--- config.mk ---
export PLATFORM = sky130hd
export DESIGN_NAME = sbit_tap_scanner
export DESIGN_NICKNAME = d
export VERILOG_FILES = /design/src/rtl/sbit_tap_scan_pkg.sv /design/src/rtl/sbit_tap_scanner_tap_err_window.sv /design/src/rtl/sbit_tap_scanner.sv
export SDC_FILE = /design/constraint.sdc
export NUM_CORES = 1
export LEC_CHECK = 0
export BUFFER_PORTS_ARGS = -buffer_cell sky130_fd_sc_hd__buf_2
export CORE_MARGIN = 10
export CORE_UTILIZATION = 55
export CTS_CLUSTER_DIAMETER = 30
export DETAILED_ROUTE_END_ITERATION = 16
export HOLD_SLACK_MARGIN = 0.12
export PLACE_DENSITY = 0.88
export SYNTH_ARGS = -nofsm -noshare
export SYNTH_HDL_FRONTEND = slang
export SYNTH_SLANG_ARGS = --single-unit
--- constraint.sdc ---
create_clock -name clock -period 6.42 [get_ports clock]
set_input_delay 0.642 -clock clock [delete_from_list [all_inputs] [get_ports clock]]
set_output_delay 0.642 -clock clock [all_outputs]
set_load 0.01 [all_outputs]
--- src/rtl/sbit_tap_scan_pkg.sv ---
// Shared definitions for the S-bit IDELAY tap scanner: scan FSM states,
// default geometry and the run-centre helper.
package sbit_tap_scan_pkg;

  localparam int NUM_VFATS_DEFAULT = 24;
  localparam int TAP_BITS_DEFAULT  = 5;
  // A run can span every tap (0..32), so one bit wider than a tap index.
  localparam int RUN_BITS          = TAP_BITS_DEFAULT + 1;
  // VFAT index width on the tap-load and readback interfaces.
  localparam int VFAT_IDX_BITS     = 5;

  typedef enum logic [3:0] {
    ST_IDLE   = 4'd0,
    ST_SELECT = 4'd1,
    ST_LOAD   = 4'd2,
    ST_SETTLE = 4'd3,
    ST_COUNT  = 4'd4,
    ST_EVAL   = 4'd5,
    ST_CENTER = 4'd6,
    ST_NEXT   = 4'd7,
    ST_DONE   = 4'd8
  } scan_state_e;

  // Centre tap of a run: start + (len-1)/2. An empty run maps to tap 0.
  // The sum never exceeds the last tap because start+len-1 <= 31.
  function automatic logic [TAP_BITS_DEFAULT-1:0] run_center(
    input logic [TAP_BITS_DEFAULT-1:0] run_start,
    input logic [RUN_BITS-1:0]         run_len
  );
    logic [RUN_BITS-1:0] half;
    logic [RUN_BITS-1:0] sum;
    if (run_len == RUN_BITS'(0)) begin
      half = RUN_BITS'(0);
      sum  = RUN_BITS'(0);
    end else begin
      half = (run_len - RUN_BITS'(1)) >> 1;
      sum  = {1'b0, run_start} + half;
    end
    return sum[TAP_BITS_DEFAULT-1:0];
  endfunction

endpackage

--- src/rtl/sbit_tap_scanner_tap_err_window.sv ---
// Error window counter for the tap scanner: counts err cycles over a window
// of 2^WINDOW_BITS enabled cycles. The tally saturates at all-ones so a
// noisy tap can never wrap back to looking clean.
module tap_err_window
  import sbit_tap_scan_pkg::*;
#(
  parameter int WINDOW_BITS = 10
) (
  input  logic                 clock,
  input  logic                 reset_i,
  input  logic                 clear,
  input  logic                 enable,
  input  logic                 err_bit,
  output logic [WINDOW_BITS:0] count,
  output logic                 window_done
);

  logic [WINDOW_BITS-1:0] cycle_r;
  logic [WINDOW_BITS:0]   count_r;

  // Window position: restarts on clear, advances on each enabled cycle.
  always_ff @(posedge clock or posedge reset_i) begin
    if (reset_i) begin
      cycle_r <= '0;
    end else if (clear) begin
      cycle_r <= '0;
    end else if (enable) begin
      cycle_r <= cycle_r + WINDOW_BITS'(1);
    end
  end

  // Error tally: restarts on clear, increments on err, holds at all-ones.
  always_ff @(posedge clock or posedge reset_i) begin
    if (reset_i) begin
      count_r <= '0;
    end else if (clear) begin
      count_r <= '0;
    end else if (enable && err_bit && (count_r != '1)) begin
      count_r <= count_r + (WINDOW_BITS + 1)'(1);
    end
  end

  assign count       = count_r;
  // High on the last cycle of the window.
  assign window_done = enable && (cycle_r == '1);

endmodule

--- src/rtl/sbit_tap_scanner.sv ---
// Automatic IDELAY tap scanner for the trigger S-bit receivers.
// For each enabled VFAT it sweeps all 32 taps, counts errors in a fixed
// window per tap, finds the longest error-free run (earliest wins on ties),
// loads the run's centre tap back and stores it for readback.
// Optional build macro: SBIT_TAP_SCAN_EARLY_EXIT_EN -- leave a tap's count
// window as soon as the error count passes ERR_THRESH.
module sbit_tap_scanner
  import sbit_tap_scan_pkg::*;
#(
  parameter int NUM_VFATS     = NUM_VFATS_DEFAULT,
  parameter int TAP_BITS      = TAP_BITS_DEFAULT,
  parameter int SETTLE_CYCLES = 16,
  parameter int WINDOW_BITS   = 10,
  parameter int ERR_THRESH    = 0
) (
  input  logic                     clock,
  input  logic                     reset_i,
  input  logic                     start,
  input  logic [NUM_VFATS-1:0]     vfat_enable,
  input  logic [NUM_VFATS-1:0]     err,
  output logic                     tap_load,
  output logic [VFAT_IDX_BITS-1:0] tap_vfat,
  output logic [TAP_BITS-1:0]      tap_value,
  output logic                     busy,
  output logic                     done,
  input  logic [VFAT_IDX_BITS-1:0] rd_vfat,
  output logic [TAP_BITS-1:0]      rd_center,
  output logic                     rd_valid
);

  localparam int SETTLE_W = (SETTLE_CYCLES > 1) ? $clog2(SETTLE_CYCLES) : 1;
  localparam logic [SETTLE_W-1:0]        SETTLE_LAST = SETTLE_W'(SETTLE_CYCLES - 1);
  localparam logic [VFAT_IDX_BITS-1:0]   LAST_VFAT   = VFAT_IDX_BITS'(NUM_VFATS - 1);
  localparam logic [VFAT_IDX_BITS:0]     VFAT_COUNT  = (VFAT_IDX_BITS + 1)'(NUM_VFATS);
  localparam logic [TAP_BITS-1:0]        LAST_TAP    = '1;
  localparam logic [WINDOW_BITS:0]       THRESH      = (WINDOW_BITS + 1)'(ERR_THRESH);

  // FSM and scan datapath state
  scan_state_e              state_r;
  scan_state_e              state_nxt_s;
  logic [VFAT_IDX_BITS-1:0] idx_r;
  logic [TAP_BITS-1:0]      tap_r;
  logic [TAP_BITS-1:0]      run_start_r;
  logic [RUN_BITS-1:0]      run_len_r;
  logic [TAP_BITS-1:0]      best_start_r;
  logic [RUN_BITS-1:0]      best_len_r;
  logic [SETTLE_W-1:0]      settle_r;

  // Registered tap-load interface and status
  logic                     tap_load_r;
  logic [VFAT_IDX_BITS-1:0] tap_vfat_r;
  logic [TAP_BITS-1:0]      tap_value_r;
  logic                     busy_r;
  logic                     done_r;

  // Per-VFAT stored results
  logic [TAP_BITS-1:0]      center_mem_r [NUM_VFATS];
  logic [NUM_VFATS-1:0]     valid_mem_r;

  // Combinational helpers
  logic                     err_bit_s;
  logic                     win_clear_s;
  logic                     win_enable_s;
  logic [WINDOW_BITS:0]     win_count_s;
  logic                     win_done_s;
  logic                     tap_good_s;
  logic [TAP_BITS-1:0]      run_start_nxt_s;
  logic [RUN_BITS-1:0]      run_len_nxt_s;
  logic [TAP_BITS-1:0]      best_start_nxt_s;
  logic [RUN_BITS-1:0]      best_len_nxt_s;
  logic                     out_load_s;
  logic [TAP_BITS-1:0]      out_value_s;
  logic                     rd_in_range_s;
`ifdef SBIT_TAP_SCAN_EARLY_EXIT_EN
  logic                     early_hit_s;
`endif

  assign err_bit_s    = err[idx_r];
  // The window counter only runs during COUNT and is held clear otherwise,
  // so it starts from zero on the first COUNT cycle of every tap.
  assign win_clear_s  = (state_r != ST_COUNT);
  assign win_enable_s = (state_r == ST_COUNT);

  tap_err_window #(
    .WINDOW_BITS (WINDOW_BITS)
  ) u_window (
    .clock       (clock),
    .reset_i     (reset_i),
    .clear       (win_clear_s),
    .enable      (win_enable_s),
    .err_bit     (err_bit_s),
    .count       (win_count_s),
    .window_done (win_done_s)
  );

`ifdef SBIT_TAP_SCAN_EARLY_EXIT_EN
  // The tally will pass the threshold at the end of this cycle.
  assign early_hit_s = err_bit_s && (win_count_s >= THRESH) && (win_count_s != '1);
`endif

  // Run tracking for the tap being evaluated: extend or break the current
  // run, then promote it to best only when strictly longer (earliest wins).
  always_comb begin
    tap_good_s       = (win_count_s <= THRESH);
    run_start_nxt_s  = run_start_r;
    run_len_nxt_s    = RUN_BITS'(0);
    best_start_nxt_s = best_start_r;
    best_len_nxt_s   = best_len_r;
    if (tap_good_s) begin
      if (run_len_r == RUN_BITS'(0)) begin
        run_start_nxt_s = tap_r;
      end else begin
        run_start_nxt_s = run_start_r;
      end
      run_len_nxt_s = run_len_r + RUN_BITS'(1);
    end else begin
      run_len_nxt_s = RUN_BITS'(0);
    end
    if (run_len_nxt_s > best_len_r) begin
      best_start_nxt_s = run_start_nxt_s;
      best_len_nxt_s   = run_len_nxt_s;
    end else begin
      best_start_nxt_s = best_start_r;
      best_len_nxt_s   = best_len_r;
    end
  end

  // Next-state logic plus the tap-load request for the coming cycle.
  always_comb begin
    state_nxt_s = state_r;
    out_load_s  = 1'b0;
    out_value_s = tap_value_r;
    case (state_r)
      ST_IDLE: begin
        if (start) begin
          state_nxt_s = ST_SELECT;
        end else begin
          state_nxt_s = ST_IDLE;
        end
      end
      ST_SELECT: begin
        if (vfat_enable[idx_r]) begin
          state_nxt_s = ST_LOAD;
          out_load_s  = 1'b1;
          out_value_s = '0;
        end else begin
          state_nxt_s = ST_NEXT;
        end
      end
      ST_LOAD: begin
        state_nxt_s = ST_SETTLE;
      end
      ST_SETTLE: begin
        if (settle_r == SETTLE_LAST) begin
          state_nxt_s = ST_COUNT;
        end else begin
          state_nxt_s = ST_SETTLE;
        end
      end
      ST_COUNT: begin
`ifdef SBIT_TAP_SCAN_EARLY_EXIT_EN
        if (win_done_s || early_hit_s) begin
          state_nxt_s = ST_EVAL;
        end else begin
          state_nxt_s = ST_COUNT;
        end
`else
        if (win_done_s) begin
          state_nxt_s = ST_EVAL;
        end else begin
          state_nxt_s = ST_COUNT;
        end
`endif
      end
      ST_EVAL: begin
        out_load_s = 1'b1;
        if (tap_r == LAST_TAP) begin
          // Centre strobe is issued during CENTER, so use the best run
          // as it will be after this evaluation.
          state_nxt_s = ST_CENTER;
          out_value_s = run_center(best_start_nxt_s, best_len_nxt_s);
        end else begin
          state_nxt_s = ST_LOAD;
          out_value_s = tap_r + TAP_BITS'(1);
        end
      end
      ST_CENTER: begin
        state_nxt_s = ST_NEXT;
      end
      ST_NEXT: begin
        if (idx_r == LAST_VFAT) begin
          state_nxt_s = ST_DONE;
        end else begin
          state_nxt_s = ST_SELECT;
        end
      end
      ST_DONE: begin
        state_nxt_s = ST_IDLE;
      end
      default: begin
        state_nxt_s = ST_IDLE;
      end
    endcase
  end

  // FSM state register.
  always_ff @(posedge clock or posedge reset_i) begin
    if (reset_i) begin
      state_r <= ST_IDLE;
    end else begin
      state_r <= state_nxt_s;
    end
  end

  // Scan datapath: VFAT index, tap sweep, settle timer and run trackers.
  always_ff @(posedge clock or posedge reset_i) begin
    if (reset_i) begin
      idx_r        <= '0;
      tap_r        <= '0;
      run_start_r  <= '0;
      run_len_r    <= '0;
      best_start_r <= '0;
      best_len_r   <= '0;
      settle_r     <= '0;
    end else begin
      case (state_r)
        ST_IDLE: begin
          if (start) begin
            idx_r <= '0;
          end
        end
        ST_SELECT: begin
          if (vfat_enable[idx_r]) begin
            tap_r        <= '0;
            run_start_r  <= '0;
            run_len_r    <= '0;
            best_start_r <= '0;
            best_len_r   <= '0;
          end
        end
        ST_LOAD: begin
          settle_r <= '0;
        end
        ST_SETTLE: begin
          settle_r <= settle_r + SETTLE_W'(1);
        end
        ST_EVAL: begin
          run_start_r  <= run_start_nxt_s;
          run_len_r    <= run_len_nxt_s;
          best_start_r <= best_start_nxt_s;
          best_len_r   <= best_len_nxt_s;
          if (tap_r != LAST_TAP) begin
            tap_r <= tap_r + TAP_BITS'(1);
          end
        end
        ST_NEXT: begin
          if (idx_r != LAST_VFAT) begin
            idx_r <= idx_r + VFAT_IDX_BITS'(1);
          end
        end
        default: begin
        end
      endcase
    end
  end

  // Registered outputs; tap_vfat/tap_value hold between strobes, busy drops
  // on the cycle done pulses.
  always_ff @(posedge clock or posedge reset_i) begin
    if (reset_i) begin
      tap_load_r  <= 1'b0;
      tap_vfat_r  <= '0;
      tap_value_r <= '0;
      busy_r      <= 1'b0;
      done_r      <= 1'b0;
    end else begin
      tap_load_r <= out_load_s;
      if (out_load_s) begin
        tap_vfat_r  <= idx_r;
        tap_value_r <= out_value_s;
      end
      busy_r <= (state_nxt_s != ST_IDLE) && (state_nxt_s != ST_DONE);
      done_r <= (state_nxt_s == ST_DONE);
    end
  end

  // Result store: written once per enabled VFAT in CENTER.
  always_ff @(posedge clock or posedge reset_i) begin
    if (reset_i) begin
      for (int i = 0; i < NUM_VFATS; i++) begin
        center_mem_r[i] <= '0;
      end
      valid_mem_r <= '0;
    end else if (state_r == ST_CENTER) begin
      center_mem_r[idx_r] <= run_center(best_start_r, best_len_r);
      valid_mem_r[idx_r]  <= (best_len_r != RUN_BITS'(0));
    end
  end

  assign rd_in_range_s = ({1'b0, rd_vfat} < VFAT_COUNT);
  assign rd_center     = rd_in_range_s ? center_mem_r[rd_vfat] : '0;
  assign rd_valid      = rd_in_range_s ? valid_mem_r[rd_vfat] : 1'b0;

  assign tap_load  = tap_load_r;
  assign tap_vfat  = tap_vfat_r;
  assign tap_value = tap_value_r;
  assign busy      = busy_r;
  assign done      = done_r;

endmodule

## Yosys cells after proc, flatten, opt, wreduce, memory -nomap -nowiden

Index checks and enable logic that the tools add are counted.
W data, S select, Z words.

| word-level totals | value |
|---|---|
| flip-flop bits (word level) | 218 |
| input bits | 56 |
| output and inout bits | 19 |
| word-level logic and storage cells | 155 |

| cells by class | value |
|---|---|
| $add $sub $neg | 10 |
| order comparisons | 9 |
| equality and inequality tests | 21 |
| multiplexer cells | 52 |
| bitwise logic cells | 2 |
| reductions and logical operators | 21 |

Operators by type and width:

| kind | count |
|---|---|
| $bwmux W120 | 1 |
| $mux W5 | 15 |
| $pmux W5 S2 | 5 |
| $pmux W4 S8 | 1 |
| $bmux W5 S5 | 1 |
| $demux W5 S5 | 1 |
| $bwmux W24 | 1 |
| $pmux W6 S2 | 2 |
| $mux W11 | 2 |
| $mux W10 | 2 |
| $logic_not A6 Y1 | 3 |
| $mux W6 | 3 |
| $eq A4 B3 Y1 const B | 4 |
| $bmux W1 S5 | 3 |
| $ge A6 B6 Y1 const B | 2 |
| $lt A5 B6 Y1 const B | 2 |
| $not A5 Y6 | 2 |
| $sub A6 B1 Y6 const B | 2 |
| $add A11 B1 Y11 const B | 1 |
| $le A11 B1 Y1 const B | 1 |
| $ne A11 B11 Y1 const B | 1 |
| $add A10 B1 Y10 const B | 1 |
| $add A5 B1 Y5 const B | 2 |
| $add A5 B5 Y5 | 2 |
| 28 further kinds | 55 |

## Logic depth before layout (Yosys ltp)

| logic depth | value |
|---|---|
| depth in word-level cells | 9 |
| mapped depth | 22 |
| mapped depth without buffers | 20 |

## Modules after synthesis

From an unflattened synthesis, not the netlist that was laid out.

| second synthesis, totals | value |
|---|---|
| cell total of the unflattened synthesis | 1074 |
| area, all modules | 11115.7 sq um |

By module, submodules not included:

| module | times used | cells an instance | area an instance (sq um) | sequential area each (sq um) |
|---|---|---|---|---|
| sbit_tap_scanner | 1 | 963 | 10047.1 | 4929.7 |
| tap_err_window | 1 | 111 | 1068.5 | 525.5 |

## Least setup slack after synthesis

Ideal clock, no wire load.

| timing path | value |
|---|---|
| path kind | register to register |
| start | reg u_window.count_r[7], in the netlist u_window.count[7] |
| end | reg tap_value_r[4], in the netlist tap_value[4] |
| setup time | 0.130 ns |
| data arrival time | 4.620 ns |
| data required time | 6.290 ns |
| slack | 1.671 ns |
| cell stages (with the launch flop) | 18 |
| path buffers | 2 |
| period minus slack after synthesis | 4.749 ns |
| cells stage by stage | dfrtp_1 -> or4_4 -> or3_1 -> buf_2 -> nor2_1 -> ha_1 -> a21o_1 -> a21oi_1 -> o41ai_4 -> o22ai_4 -> clkbuf_1 -> o21ai_0 -> fa_1 -> a21o_1 -> a21oi_1 -> xor2_1 -> a41oi_1 -> o31ai_1 |

| between the ends | value |
|---|---|
| word-level cells in the longest chain between the ends | 9 |
| elaborated cells on any way between the ends | 12 |
| classes of those cells | add/sub: 2; order compare: 2; mux: 7; reduce/logical: 1 |

Ends and longest elaborated chain:

| item | line | text |
|---|---|---|
| from (decl) | sbit_tap_scanner_tap_err_window.sv:19 | `logic [WINDOW_BITS:0] count_r;` |
| from (signal assigned) | sbit_tap_scanner_tap_err_window.sv:39 | `count_r <= count_r + (WINDOW_BITS + 1)'(1);` |
| $le A11 B1 Y1 (*) | sbit_tap_scanner.sv:104 | `tap_good_s = (win_count_s <= THRESH);` |
| $mux W6 | sbit_tap_scanner.sv:109 | `if (tap_good_s) begin` |
| $gt A6 B6 Y1 | sbit_tap_scanner.sv:119 | `if (run_len_nxt_s > best_len_r) begin` |
| $mux W6 | sbit_tap_scanner.sv:119 |  |
| $sub A6 B1 Y6 | sbit_tap_scan_pkg.sv:36 | `half = (run_len - RUN_BITS'(1)) >> 1;` |
| $add A5 B5 Y5 | sbit_tap_scan_pkg.sv:37 | `sum = {1'b0, run_start} + half;` |
| $mux W5 (*) | sbit_tap_scan_pkg.sv:32 | `if (run_len == RUN_BITS'(0)) begin` |
| $mux W5 (*) | sbit_tap_scanner.sv:177 | `if (tap_r == LAST_TAP) begin` |
| $pmux W5 S2 (*) | sbit_tap_scanner.sv:133 | `case (state_r)` |
| to (signal assigned) | sbit_tap_scanner.sv:280 | `tap_value_r <= out_value_s;` |
| to (decl) | sbit_tap_scanner.sv:52 | `logic [TAP_BITS-1:0] tap_value_r;` |

Every way passes the cells marked *; elsewhere a longest branch is shown, timed or not.
A chain may end at the register's enable or synchronous reset.

## Worst setup path after layout

| timing path | value |
|---|---|
| start | reg u_window.count_r[2], in the netlist u_window.count[2] |
| end | reg tap_value_r[4], in the netlist tap_value[4] |

The elaborated chain is that of the path after synthesis.

==> impl_results.html <==
<table>
<tr><th>Metric</th><th>Value</th></tr>
<tr><th colspan="2">CTS</th></tr>
<tr><td>Setup repair bufs after CTS</td><td>0</td></tr>
<tr><td>Post-CTS Resized</td><td>0</td></tr>
<tr><td>Cell at the root of the clock tree</td><td>sky130_fd_sc_hd__clkbuf_16</td></tr>
<tr><td>Worst-Skew Late Latency</td><td>between 0.5 and 0.6 ns</td></tr>
<tr><td>CTS tree</td><td>yes</td></tr>
<tr><td>CTS H-Tree Depth</td><td>2</td></tr>
<tr><td>Number of clock buffers inserted by TritonCTS</td><td>38</td></tr>
<tr><td>CTS clock-pin slew for the worst setup and hold paths</td><td>0.05 ns</td></tr>
<tr><td>Clock sinks</td><td>218</td></tr>
<tr><td>Number of buffers added to fix hold violations after cts</td><td>1</td></tr>
<tr><td>Clock tree buffer depth</td><td>3</td></tr>
<tr><th colspan="2">Detailed routing</th></tr>
<tr><td>Routed WL per cell</td><td>20.1 um</td></tr>
<tr><td>Total number of vias</td><td>8505</td></tr>
<tr><td>Total wire length after detailed routing</td><td>28100 um</td></tr>
<tr><td>Initial detailed-routing violation count</td><td>between 700 and 800</td></tr>
<tr><td>Drt drc</td><td>0</td></tr>
<tr><td>Average vias per placed instance</td><td>6.08</td></tr>
<tr><td>Routed Antenna Nets</td><td>0</td></tr>
<tr><td>Number of iterations in the first detailed-routing pass</td><td>8</td></tr>
<tr><th colspan="2">Power</th></tr>
<tr><td>Power per standard cell area</td><td>289 nW/um^2</td></tr>
<tr><td>Total Power</td><td>3.69 mW</td></tr>
<tr><td>Static leakage</td><td>5.85 nW</td></tr>
<tr><td>Largest vdd supply drop</td><td>about 0.28 mV</td></tr>
<tr><th colspan="2">Logic synthesis</th></tr>
<tr><td>Proportion of register bits with asynchronous set or reset after synthesis</td><td>1.00</td></tr>
<tr><td>Cell accounting for the most synthesized area</td><td>sky130_fd_sc_hd__dfrtp_1</td></tr>
<tr><td>Synth warnings</td><td>0</td></tr>
<tr><td>Parity-gate share of the synthesized area counting xor and xnor cells</td><td>0.0320</td></tr>
<tr><td>Cell area after synthesis</td><td>10900 sq um</td></tr>
<tr><td>Most numerous cell types in the synthesized netlist</td><td>sky130_fd_sc_hd__dfrtp_1, sky130_fd_sc_hd__nand2_1, sky130_fd_sc_hd__o21ai_0, sky130_fd_sc_hd__clkbuf_1, sky130_fd_sc_hd__mux4_2</td></tr>
<tr><td>Number of standard cells after synthesis</td><td>between 1k and 1.5k</td></tr>
<tr><td>Area share of the largest cell type after synthesis</td><td>0.499</td></tr>
<tr><td>Yosys reg bits</td><td>218</td></tr>
<tr><td>Primary FF master, synth</td><td>sky130_fd_sc_hd__dfrtp_1</td></tr>
<tr><td>Number of enable-type register cells in the synthesized netlist</td><td>0</td></tr>
<tr><td>Main combinational cell family by area after synthesis</td><td>simple AND/OR/NAND/NOR gates</td></tr>
<tr><td>Compound-Gate Fraction of Synth Area</td><td>0.129</td></tr>
<tr><td>Portion of netlist area occupied by mux cells</td><td>0.134</td></tr>
<tr><td>Cell variety after synth</td><td>around 50</td></tr>
<tr><td>Adder-cell share of the synthesized area</td><td>0.0334</td></tr>
<tr><td>Syn_nets</td><td>roughly 1.1k</td></tr>
<tr><td>Share of synthesized cell area in and, or, nand and nor gates</td><td>0.136</td></tr>
<tr><td>Most area-consuming cells after synthesis</td><td>sky130_fd_sc_hd__dfrtp_1, sky130_fd_sc_hd__mux4_2, sky130_fd_sc_hd__o21ai_0</td></tr>
<tr><td>Most common cell in the synthesized netlist</td><td>sky130_fd_sc_hd__dfrtp_1</td></tr>
<tr><td>Avg Cell Area, Syn</td><td>10.4 sq um</td></tr>
<tr><td>Seq/Total Area, Yosys</td><td>0.499</td></tr>
<tr><th colspan="2">Die</th></tr>
<tr><td>Die outline width</td><td>161 um</td></tr>
<tr><td>Count of standard-cell rows</td><td>51</td></tr>
<tr><td>Core Area</td><td>19500 sq um</td></tr>
<tr><td>Die Y</td><td>161 um</td></tr>
<tr><td>Starting density of the core</td><td>0.560</td></tr>
<tr><td>Die Outline Area</td><td>25900 sq um</td></tr>
<tr><td>Number of ports placed on the die boundary</td><td>75</td></tr>
<tr><th colspan="2">Job</th></tr>
<tr><td>Number of max-capacitance violations reported</td><td>0</td></tr>
<tr><th colspan="2">Finish</th></tr>
<tr><td>Count of inserted antenna diode cells</td><td>0</td></tr>
<tr><td>Area overhead of the layout relative to synthesis</td><td>16.7%</td></tr>
<tr><td>Fin nets</td><td>1189</td></tr>
<tr><td>Share of post-route cells with drive strength above 1</td><td>0.191</td></tr>
<tr><th colspan="2">Worst setup path</th></tr>
<tr><td>Category of the most critical setup path</td><td>flop to flop</td></tr>
<tr><td>Req. time, crit path</td><td>6.79 ns</td></tr>
<tr><td>CP Max Fanout</td><td>19</td></tr>
<tr><td>Data arrival time at the worst-slack endpoint</td><td>5.65 ns</td></tr>
<tr><td>Endpoint kind of the worst setup timing path</td><td>flop</td></tr>
<tr><td>Category of the worst setup path launch point</td><td>flop</td></tr>
<tr><th colspan="2">STA</th></tr>
<tr><td>Time the worst path needs with I/O delays and setup</td><td>5.28 ns</td></tr>
<tr><td>Final clock period utilization by the worst path</td><td>0.822</td></tr>
<tr><td>Fin. max-slew vios</td><td>0</td></tr>
<tr><td>Highest Clock Rate</td><td>about 190 MHz</td></tr>
<tr><td>Final-layout setup total negative slack</td><td>0 ns</td></tr>
<tr><td>Worst clock skew</td><td>0.0181 ns</td></tr>
<tr><td>Unrepaired setup endpoints after global routing</td><td>no</td></tr>
<tr><td>Tightest slew margin relative to the limit</td><td>0.336</td></tr>
<tr><td>Finish-stage setup viols</td><td>0</td></tr>
<tr><td>Number of failing hold endpoints at the final stage</td><td>0</td></tr>
<tr><td>Slew at the pin with the worst max-slew slack</td><td>between 0.9 and 1 ns</td></tr>
<tr><th colspan="2">Global routing</th></tr>
<tr><td>Number of global-route vias before repair</td><td>between 8k and 9k</td></tr>
<tr><td>Antenna violations before repair</td><td>1</td></tr>
<tr><td>Pin count of the biggest net entering global routing</td><td>slightly below 80</td></tr>
<tr><td>Sum of overflow across all layers after global routing</td><td>0</td></tr>
<tr><td>Total routing resource utilization after global routing</td><td>0.217</td></tr>
<tr><td>Global-route wire length before repair</td><td>46000 um</td></tr>
<tr><th colspan="2">Worst hold path</th></tr>
<tr><td>Class of the tightest hold or removal check</td><td>flop to flop</td></tr>
<tr><th colspan="2">Placement</th></tr>
<tr><td>HPWL Detailed</td><td>18000 um</td></tr>
<tr><td>Global placer's final weighted congestion</td><td>between 0.8 and 0.9</td></tr>
<tr><td>Count of input and output buffers</td><td>74</td></tr>
<tr><th colspan="2">Run status</th></tr>
<tr><td>Outcome</td><td>completed</td></tr>
</table>
## flip-flops by register name, indices dropped and copies added (netlist names)
| signal | flops |
|---|---|
| run_start_r | 5 |
| best_len_r | 6 |
| valid_mem_r | 24 |
| run_len_r | 6 |
| state_r | 4 |
| tap_value | 5 |
| center_mem_r | 120 |
| done | 1 |
| settle_r | 4 |
| u_window.count | 11 |
| tap_vfat | 5 |
| best_start_r | 5 |
| u_window.cycle_r | 10 |
| busy | 1 |
| idx_r | 5 |
| tap_r | 5 |
| tap_load | 1 |
## through the flow
step	hold WS, ns	instance area, sq um	instances	setup slack, ns	util
final	0.475	12800	1398	1.14	0.653
after global routing	0.505	12800	1398	0.744	0.653
after CTS	0.477	12800	1398	1.17	0.653
after detailed placement	0.465	11400	1329	1.19	0.585
after global placement	0.456	11400	1329	1.34	0.585
after floorplan	0.433	10900	1054	1.67	-
## cell type report
cell class / count / area [sq um]
well taps: 265 / 332
clock inverters: 25 / 315
multi-input cells: 731 / 5090
inverters: 36 / 139
flip-flops and latches: 218 / 5460
fillers: 1432 / 6770
clock buffers: 43 / 1010
repair buffers: 80 / 418
## cells in the final DEF (no fill, tap or decap), types with 6 or more instances in the layout
cell type                   synthesis  routed
sky130_fd_sc_hd__dfrtp_1          218     218
sky130_fd_sc_hd__nand2_1          209     209
sky130_fd_sc_hd__o21ai_0          174     174
sky130_fd_sc_hd__buf_2              3      74
sky130_fd_sc_hd__mux4_2            54      54
sky130_fd_sc_hd__nor2_1            47      47
sky130_fd_sc_hd__clkbuf_16          0      39
sky130_fd_sc_hd__inv_1             35      34
sky130_fd_sc_hd__ha_1              26      26
sky130_fd_sc_hd__xnor2_1           21      21
sky130_fd_sc_hd__nand3_1           19      19
sky130_fd_sc_hd__a21oi_1           19      19
sky130_fd_sc_hd__xor2_1            19      19
sky130_fd_sc_hd__mux2i_1           19      19
sky130_fd_sc_hd__a22o_1            16      16
sky130_fd_sc_hd__and3_1            11      11
sky130_fd_sc_hd__o22ai_1            9       9
sky130_fd_sc_hd__a21o_1             8       8
sky130_fd_sc_hd__inv_6              0       8
sky130_fd_sc_hd__clkinv_2           0       8
sky130_fd_sc_hd__or3_1              7       7
sky130_fd_sc_hd__nor3_1             6       6
sky130_fd_sc_hd__nand4_1            6       6
sky130_fd_sc_hd__bufinv_16          0       6
## per-layer routing
metal	up-vias	wire length [um]	GRT usage
met2	361	14700	0.376
li1	3810	-	-
met3	75	2060	0.0486
met5	-	13	0
met1	4257	10600	0.262
met4	2	736	0.0695
## kinds of logic (layout without fill, tap and decap cells)
group                    Yosys count  in the layout
adder cells (fa/ha/maj)           28             28
AND/OR/NAND/NOR                  339            339
XOR/XNOR                          40             40
buffers and inverters            105            184
multiplexers                      78             78
AO/OA/AOI/OAI                    246            246
flip-flops                       218            218
## final timing paths
kind,start,slack [ns],cells after the start,to
setup / recovery,u_window.count[2]$_DFFE_PP0P_,1.14,16,tap_value[4]$_DFFE_PP0P_
hold / removal,center_mem_r[47]$_DFFE_PP0P_,0.47,2,center_mem_r[47]$_DFFE_PP0P_
setup reg to reg,u_window.count[2]$_DFFE_PP0P_,1.14,16,tap_value[4]$_DFFE_PP0P_
hold reg to reg,center_mem_r[47]$_DFFE_PP0P_,0.47,2,center_mem_r[47]$_DFFE_PP0P_
max in group asynchronous,reset_i,3.84,5,tap_r[0]$_DFFE_PP0P_
min in group asynchronous,reset_i,0.65,3,center_mem_r[110]$_DFFE_PP0P_
## worst max-delay path, stage by stage, from the launching register on
cell                      delay [ns]
sky130_fd_sc_hd__dfrtp_1        0.42
sky130_fd_sc_hd__or4_1          0.62
sky130_fd_sc_hd__or3_1          0.47
sky130_fd_sc_hd__nor2_1         0.37
sky130_fd_sc_hd__ha_1           0.34
sky130_fd_sc_hd__a21o_1         0.18
sky130_fd_sc_hd__a21oi_1        0.30
sky130_fd_sc_hd__o41ai_4        0.15
sky130_fd_sc_hd__o22ai_4        0.47
sky130_fd_sc_hd__mux2_4         0.39
sky130_fd_sc_hd__xnor2_1        0.18
sky130_fd_sc_hd__fa_1           0.47
sky130_fd_sc_hd__a21o_1         0.20
sky130_fd_sc_hd__a21oi_1        0.17
sky130_fd_sc_hd__xor2_1         0.11
sky130_fd_sc_hd__a41oi_1        0.22
sky130_fd_sc_hd__o31ai_1        0.10
## where the power goes
group	internal [mW]	leakage, nW	switching (mW)
registers	1.40	2.91	0.0233
logic	0.0678	2.28	0.107
clock network	1.38	0.658	0.713
Note: power is estimated with default switching activity, not from simulation.
